File: src/rtl/comp_pkg.sv
// Shared definitions for the wide comparator sequencer: slice width and FSM state encoding.
package comp_pkg;

  localparam int unsigned SLICE_W = 4;

  typedef enum logic [1:0] {
    IDLE    = 2'd0,
    COMPARE = 2'd1,
    DONE    = 2'd2
  } state_e;

endpackage

File: src/rtl/wide_comp_sequencer_if.sv
// Handshake and operand/result bundle for wide_comp_sequencer.
//   master: drives start, a, b; observes busy, done, lt, eq, gt, cmp_cycles
//   slave : the sequencer side
interface wide_comp_sequencer_if #(
  parameter int unsigned WIDTH = 16
);

  localparam int unsigned NSLICE = WIDTH / comp_pkg::SLICE_W;
  localparam int unsigned CW     = $clog2(NSLICE) + 1;

  logic             start;
  logic [WIDTH-1:0] a;
  logic [WIDTH-1:0] b;
  logic             busy;
  logic             done;
  logic             lt;
  logic             eq;
  logic             gt;
  logic [CW-1:0]    cmp_cycles;

  modport master (
    output start, a, b,
    input  busy, done, lt, eq, gt, cmp_cycles
  );

  modport slave (
    input  start, a, b,
    output busy, done, lt, eq, gt, cmp_cycles
  );

endinterface

File: src/rtl/nibble_comp.sv
// Combinational 4-bit unsigned magnitude compare.
//   x, y : slice operands
//   lt/eq/gt : x < y, x == y, x > y (exactly one is high)
module nibble_comp (
  input  logic [3:0] x,
  input  logic [3:0] y,
  output logic       lt,
  output logic       eq,
  output logic       gt
);

  assign lt = (x < y);
  assign eq = (x == y);
  assign gt = (x > y);

endmodule

File: src/rtl/wide_comp_sequencer.sv
// Compares two WIDTH-bit unsigned operands one nibble per cycle, MSB nibble first,
// stopping at the first unequal slice. One shared nibble comparator does all the work.
//   clk, rst_n : clock, async active-low reset
//   bus.start  : compare request, accepted only in IDLE; bus.a/bus.b captured then
//   bus.busy   : high while not IDLE
//   bus.done   : one-cycle pulse when the result is valid
//   bus.lt/eq/gt, bus.cmp_cycles : registered result and slices examined, held until the next result
module wide_comp_sequencer
  import comp_pkg::*;
#(
  parameter int unsigned WIDTH = 16
) (
  input  logic                  clk,
  input  logic                  rst_n,
  wide_comp_sequencer_if.slave  bus
);

  localparam int unsigned NSLICE = WIDTH / SLICE_W;
  localparam int unsigned CW     = $clog2(NSLICE) + 1;
  localparam int unsigned IW     = (NSLICE > 1) ? $clog2(NSLICE) : 1;

  state_e           state, state_nxt;
  logic [WIDTH-1:0] a_reg, a_nxt;
  logic [WIDTH-1:0] b_reg, b_nxt;
  logic [IW-1:0]    idx, idx_nxt;
  logic [CW-1:0]    cnt, cnt_nxt;
  logic [CW-1:0]    cyc_q, cyc_nxt;
  logic             lt_q, lt_nxt;
  logic             eq_q, eq_nxt;
  logic             gt_q, gt_nxt;
  logic             busy_q;
  logic             done_q;

  logic [NSLICE-1:0][SLICE_W-1:0] a_slices;
  logic [NSLICE-1:0][SLICE_W-1:0] b_slices;
  logic [SLICE_W-1:0]             sx, sy;
  logic                           s_lt, s_eq, s_gt;

  // Slice multiplexer: view operands as nibble arrays and pick the current one
  assign a_slices = a_reg;
  assign b_slices = b_reg;
  assign sx       = a_slices[idx];
  assign sy       = b_slices[idx];

  nibble_comp u_nibble_comp (
    .x  (sx),
    .y  (sy),
    .lt (s_lt),
    .eq (s_eq),
    .gt (s_gt)
  );

  // State and datapath registers
  always_ff @(posedge clk or negedge rst_n) begin
    if (!rst_n) begin
      state  <= IDLE;
      a_reg  <= '0;
      b_reg  <= '0;
      idx    <= '0;
      cnt    <= '0;
      cyc_q  <= '0;
      lt_q   <= 1'b0;
      eq_q   <= 1'b0;
      gt_q   <= 1'b0;
      busy_q <= 1'b0;
      done_q <= 1'b0;
    end else begin
      state  <= state_nxt;
      a_reg  <= a_nxt;
      b_reg  <= b_nxt;
      idx    <= idx_nxt;
      cnt    <= cnt_nxt;
      cyc_q  <= cyc_nxt;
      lt_q   <= lt_nxt;
      eq_q   <= eq_nxt;
      gt_q   <= gt_nxt;
      busy_q <= (state_nxt != IDLE);
      done_q <= (state_nxt == DONE);
    end
  end

  // Next-state and next-value logic; results only move on the edge entering DONE
  always_comb begin
    state_nxt = state;
    a_nxt     = a_reg;
    b_nxt     = b_reg;
    idx_nxt   = idx;
    cnt_nxt   = cnt;
    cyc_nxt   = cyc_q;
    lt_nxt    = lt_q;
    eq_nxt    = eq_q;
    gt_nxt    = gt_q;

    unique case (state)
      IDLE: begin
        if (bus.start) begin
          a_nxt     = bus.a;
          b_nxt     = bus.b;
          idx_nxt   = IW'(NSLICE - 1);
          cnt_nxt   = '0;
          state_nxt = COMPARE;
        end
      end

      COMPARE: begin
        if (!s_eq) begin
          lt_nxt    = s_lt;
          gt_nxt    = s_gt;
          eq_nxt    = 1'b0;
          cyc_nxt   = cnt + CW'(1);
          state_nxt = DONE;
        end else if (idx == '0) begin
          lt_nxt    = 1'b0;
          gt_nxt    = 1'b0;
          eq_nxt    = 1'b1;
          cyc_nxt   = CW'(NSLICE);
          state_nxt = DONE;
        end else begin
          idx_nxt = idx - IW'(1);
          cnt_nxt = cnt + CW'(1);
        end
      end

      DONE: begin
        state_nxt = IDLE;
      end

      default: begin
        state_nxt = IDLE;
      end
    endcase
  end

  assign bus.busy       = busy_q;
  assign bus.done       = done_q;
  assign bus.lt         = lt_q;
  assign bus.eq         = eq_q;
  assign bus.gt         = gt_q;
  assign bus.cmp_cycles = cyc_q;

endmodule

File: src/flat_wrapper.sv
// flat-port wrapper written by rule: the top's interface ports become plain ports
module wide_comp_sequencer_flat import comp_pkg::*;
#(
  parameter int unsigned WIDTH = 16
)
  (clk, rst_n, bus_start, bus_a, bus_b, bus_busy, bus_done, bus_lt, bus_eq, bus_gt, bus_cmp_cycles);
  wide_comp_sequencer_if #(.WIDTH(WIDTH)) bus_i ();
  input  logic clk;
  input  logic rst_n;
  input wire logic [$bits(bus_i.start)-1:0] bus_start;
  input wire logic [$bits(bus_i.a)-1:0] bus_a;
  input wire logic [$bits(bus_i.b)-1:0] bus_b;
  output wire logic [$bits(bus_i.busy)-1:0] bus_busy;
  output wire logic [$bits(bus_i.done)-1:0] bus_done;
  output wire logic [$bits(bus_i.lt)-1:0] bus_lt;
  output wire logic [$bits(bus_i.eq)-1:0] bus_eq;
  output wire logic [$bits(bus_i.gt)-1:0] bus_gt;
  output wire logic [$bits(bus_i.cmp_cycles)-1:0] bus_cmp_cycles;
  assign bus_i.start = bus_start;
  assign bus_i.a = bus_a;
  assign bus_i.b = bus_b;
  assign bus_busy = bus_i.busy;
  assign bus_done = bus_i.done;
  assign bus_lt = bus_i.lt;
  assign bus_eq = bus_i.eq;
  assign bus_gt = bus_i.gt;
  assign bus_cmp_cycles = bus_i.cmp_cycles;
  wide_comp_sequencer #(.WIDTH(WIDTH)) u_core (.clk(clk), .rst_n(rst_n), .bus(bus_i));
endmodule
File: config.mk
export PLATFORM = sky130hd
export DESIGN_NAME = wide_comp_sequencer_flat
export DESIGN_NICKNAME = d
export VERILOG_FILES = /design/src/rtl/comp_pkg.sv /design/src/rtl/wide_comp_sequencer_if.sv /design/src/rtl/nibble_comp.sv /design/src/rtl/wide_comp_sequencer.sv /design/src/flat_wrapper.sv
export SDC_FILE = /design/constraint.sdc
export NUM_CORES = 1
export LEC_CHECK = 0
export CAP_MARGIN = 0
export CORE_MARGIN = 5
export CORE_UTILIZATION = 45
export CTS_BUF_LIST = sky130_fd_sc_hd__clkbuf_4 sky130_fd_sc_hd__clkbuf_8
export DETAILED_ROUTE_END_ITERATION = 16
export PLACE_DENSITY = 0.71
export SLEW_MARGIN = 25
export SYNTH_ARGS = -nofsm -noshare
export SYNTH_HDL_FRONTEND = slang
export SYNTH_HIERARCHICAL = 1
export SYNTH_SLANG_ARGS = --single-unit
File: constraint.sdc
create_clock -name clk -period 3 [get_ports clk]
set_input_delay 0.9 -clock clk [delete_from_list [all_inputs] [get_ports clk]]
set_output_delay 0.9 -clock clk [all_outputs]
set_load 0.01 [all_outputs]
==> results.md <==
* First-pass GRT wire length at 7.07 mm
* Cts repair resizes at 0
* TritonCTS clock tree: yes
* Register bit total from synthesis at 47
* Hold path depth at 2
* Max incr delay on CP at 0.52 ns
* Post-route cell area at 2710 µm²
* Sequential-to-total area share from yosys stat at 0.546
* Layout cells sized above 1 at 0.313
* Final WL at 3.97 mm
* Fraction of registers with async set/reset at 1.00
* Setup CP Type: reg2reg
* Synth top cells by count: 47 x dfrtp_1, 33 x mux2_2, 10 x inv_1, 8 x mux4_2, 7 x ha_1
* Total grt overflow at 0
* Initial drt markers at 74
* Area leader, netlist: dfrtp_1
* Clock skew at 0.00952 ns
* Vias in the first global route at 1429
* Hold_buf cts at 0
* Final HPWL DP at 3.05 mm
* Initial core utilization at 0.459
* Io pins at 43
* CTS clk-pin slew, worst paths at 0.08 ns
* CP max FO at 7
* Min Tclk post-route at 2.48 ns
* Placer Congestion at 0.747
* Setup bufs post-CTS at 0
* Root Driver: clkbuf_8
* R2r setup slk at 0.52 ns
* Most numerous cell in the Yosys netlist: dfrtp_1
* Post-synthesis compound-gate area fraction at 0.0522
* Core area at 4690 µm²
* Post-Synth Adder-Cell Area at 0.0406
* Main combinational cell family by area after synthesis: multiplexers
* Top area cells in the synthesized netlist: dfrtp_1 55%, mux2_2 17%, mux4_2 8.4%
* Max Cap Viol at 0
* CTS Buf Count at 5
* Setup TNS at 0 ns
* Crit start category: flip-flop
* Mapped Cells at 147
* Final Hold Fails at 0
* CP arrival at 2.66 ns
* Synth Flop Type: dfrtp_1
* DR vias at 1318
* Slew HR at 0.615
* Area after DPL at 2620 µm²
* # setup viols final at 0
* Worst R2R Path Depth at 8
* Status: finished, final reports clean
* Clk sinks at 47
* Vias per cell at 5.29
* Number of distinct library cells after synthesis at 28
* Top cell type's share of synthesized area at 0.546
* Height of the chip at 79.2 µm
* XOR/XNOR Fraction of Synth Area at 0.00406
* Drc violations at 0
* Hold Path Origin: u_core/bus.eq$_DFFE_PN0P_
* Final Max Tran Viols at 0
* Type of the most critical hold path: reg2reg
* Worst slew pin tran at 0.577 ns
* P_leak at 1.20 nW
* Syn-to-layout area delta at 25.8%
* Critical Path Slowest Stage Cell: mux4_2
* Clk buf depth at 2
* Simple-gate share of the synthesized area at 0.0621
* R2r startpoint: u_core/idx[0]$_DFFE_PN0P_
* Hold endpoint: u_core/bus.eq$_DFFE_PN0P_
* Unrepaired setup endpoints after global routing: false
* Mux cell area share after synthesis at 0.256
* Critical Path, Cell by Cell: buf_4 -> mux4_2 -> ha_1 -> nand2_1 -> nor2_1 -> and4bb_2 -> nor2_2 -> a22o_1
* Syn_nets at 189
* Peak VDD IR at 432 µV
* GRT Total Usage at 0.147
* DR WL/cell at 15.9 µm
* Yosys warns at 6
* Pwr/cell area at 909 nW/µm²
* Die width at 79.2 µm
* Crit. End Element: flip-flop
* R2r endpoint: u_core/cnt[1]$_DFFE_PN0P_
* Layout Nets at 236
* Die area at 6280 µm²
* Initial antenna violation count at 0
* First-pass detailed-route iteration total at 4
* Largest net degree at the start of global routing at 48
* H-tree Lvls at 2
* Antenna Nets Post-Route at 0
* Row count at 25
* Diodes inserted at 0
* Post-synth EDFFs at 0
* Port Buffer Count at 42
* CP Data Required Time at 3.18 ns
* Peak Freq at 403 MHz
* Fin crit share at 0.827
* Synthesized area at 2160 µm²
* Clk_lat worst skew at 0.29 ns
* Mean Syn Cell Area at 14.7 µm²
layout by cell type, fill, tap and decap left out, types with 2 or more instances in the layout:
cell type	netlist	final
nand3_1	2	2
a21oi_1	3	3
nand2_1	5	5
nand3b_1	2	2
dfrtp_1	47	47
ha_1	7	7
clkdlybuf4s50_1	0	41
mux4_2	8	8
buf_4	0	5
inv_1	10	10
clkbuf_8	0	5
clkbuf_4	0	2
mux2_2	33	33
and2_1	2	2
a22o_1	5	5
nor2_1	4	4
cells by family (layout without fill, tap and decap cells):
group	count (synthesis)	count (layout)
AOI/OAI and AO/OA	14	14
xor gates and xnor gates	1	1
adders and majority gates	7	7
buffers and inverters	16	64
DFF	47	47
muxes	41	41
and+or+nand+nor	21	21
power breakdown:
part / total [W] / internal [W] / switching [W]
Combinational: 0.00103 / 0.000623 / 0.000403
Clock: 0.000378 / 0.000182 / 0.000196
Sequential: 0.00106 / 0.000912 / 0.000151
how the worst max path moves through the flow:
stage | from | endpoint | slack [ns] | depth (start not counted)
global placement | bus_start | u_core/b_reg[1]$_DFFE_PN0P_ | 0.54 | 4
floorplan | u_core/idx[0]$_DFFE_PN0P_ | u_core/bus.cmp_cycles[2]$_DFFE_PN0P_ | 0.47 | 8
finish | u_core/idx[0]$_DFFE_PN0P_ | u_core/cnt[1]$_DFFE_PN0P_ | 0.52 | 8
CTS | u_core/idx[0]$_DFFE_PN0P_ | u_core/cnt[1]$_DFFE_PN0P_ | 0.50 | 8
detailed placement | bus_start | u_core/b_reg[14]$_DFFE_PN0P_ | 0.50 | 4
global route | u_core/idx[0]$_DFFE_PN0P_ | u_core/cnt[1]$_DFFE_PN0P_ | 0.38 | 8
critical path, delay by kind of cell, from the launching register on:
kind,cells,cell delay (ns)
and+or+nand+nor,4,0.80
muxes,1,0.52
DFF,1,0.35
adders and majority gates,1,0.31
AOI/OAI and AO/OA,1,0.20
buffers and inverters,1,0.18
per-layer routing:
| metal | GRT usage | share of wire | vias to the layer above |
|---|---|---|---|
| met4 | 0.0533 | 0.019 | 0 |
| met1 | 0.187 | 0.43 | 656 |
| li1 | - | - | 620 |
| met3 | 0.0454 | 0.055 | 7 |
| met5 | 0 | 0 | - |
| met2 | 0.237 | 0.50 | 35 |
per-stage QoR:
step	setup slack, ns	hold WS [ns]	instances	total power [W]	util
CTS	0.496	0.511	249	0.00250	0.578
detailed placement	0.499	0.494	241	0.00212	0.559
global route	0.381	0.529	249	0.00266	0.578
floorplan	0.475	0.470	147	0.00182	-
global placement	0.540	0.485	241	0.00205	0.559
finish	0.519	0.506	249	0.00247	0.578
final cells by class:
cell class / instances / area (µm²)
fill: 391 / 1980
sequential: 47 / 1180
multi-input combinational: 84 / 895
timing repair buffer: 46 / 448
clock buffer: 7 / 83.8
tap: 54 / 67.6
inverter: 10 / 37.5
clock inverter: 1 / 5.00
Note: power is estimated with default switching activity, not from simulation.
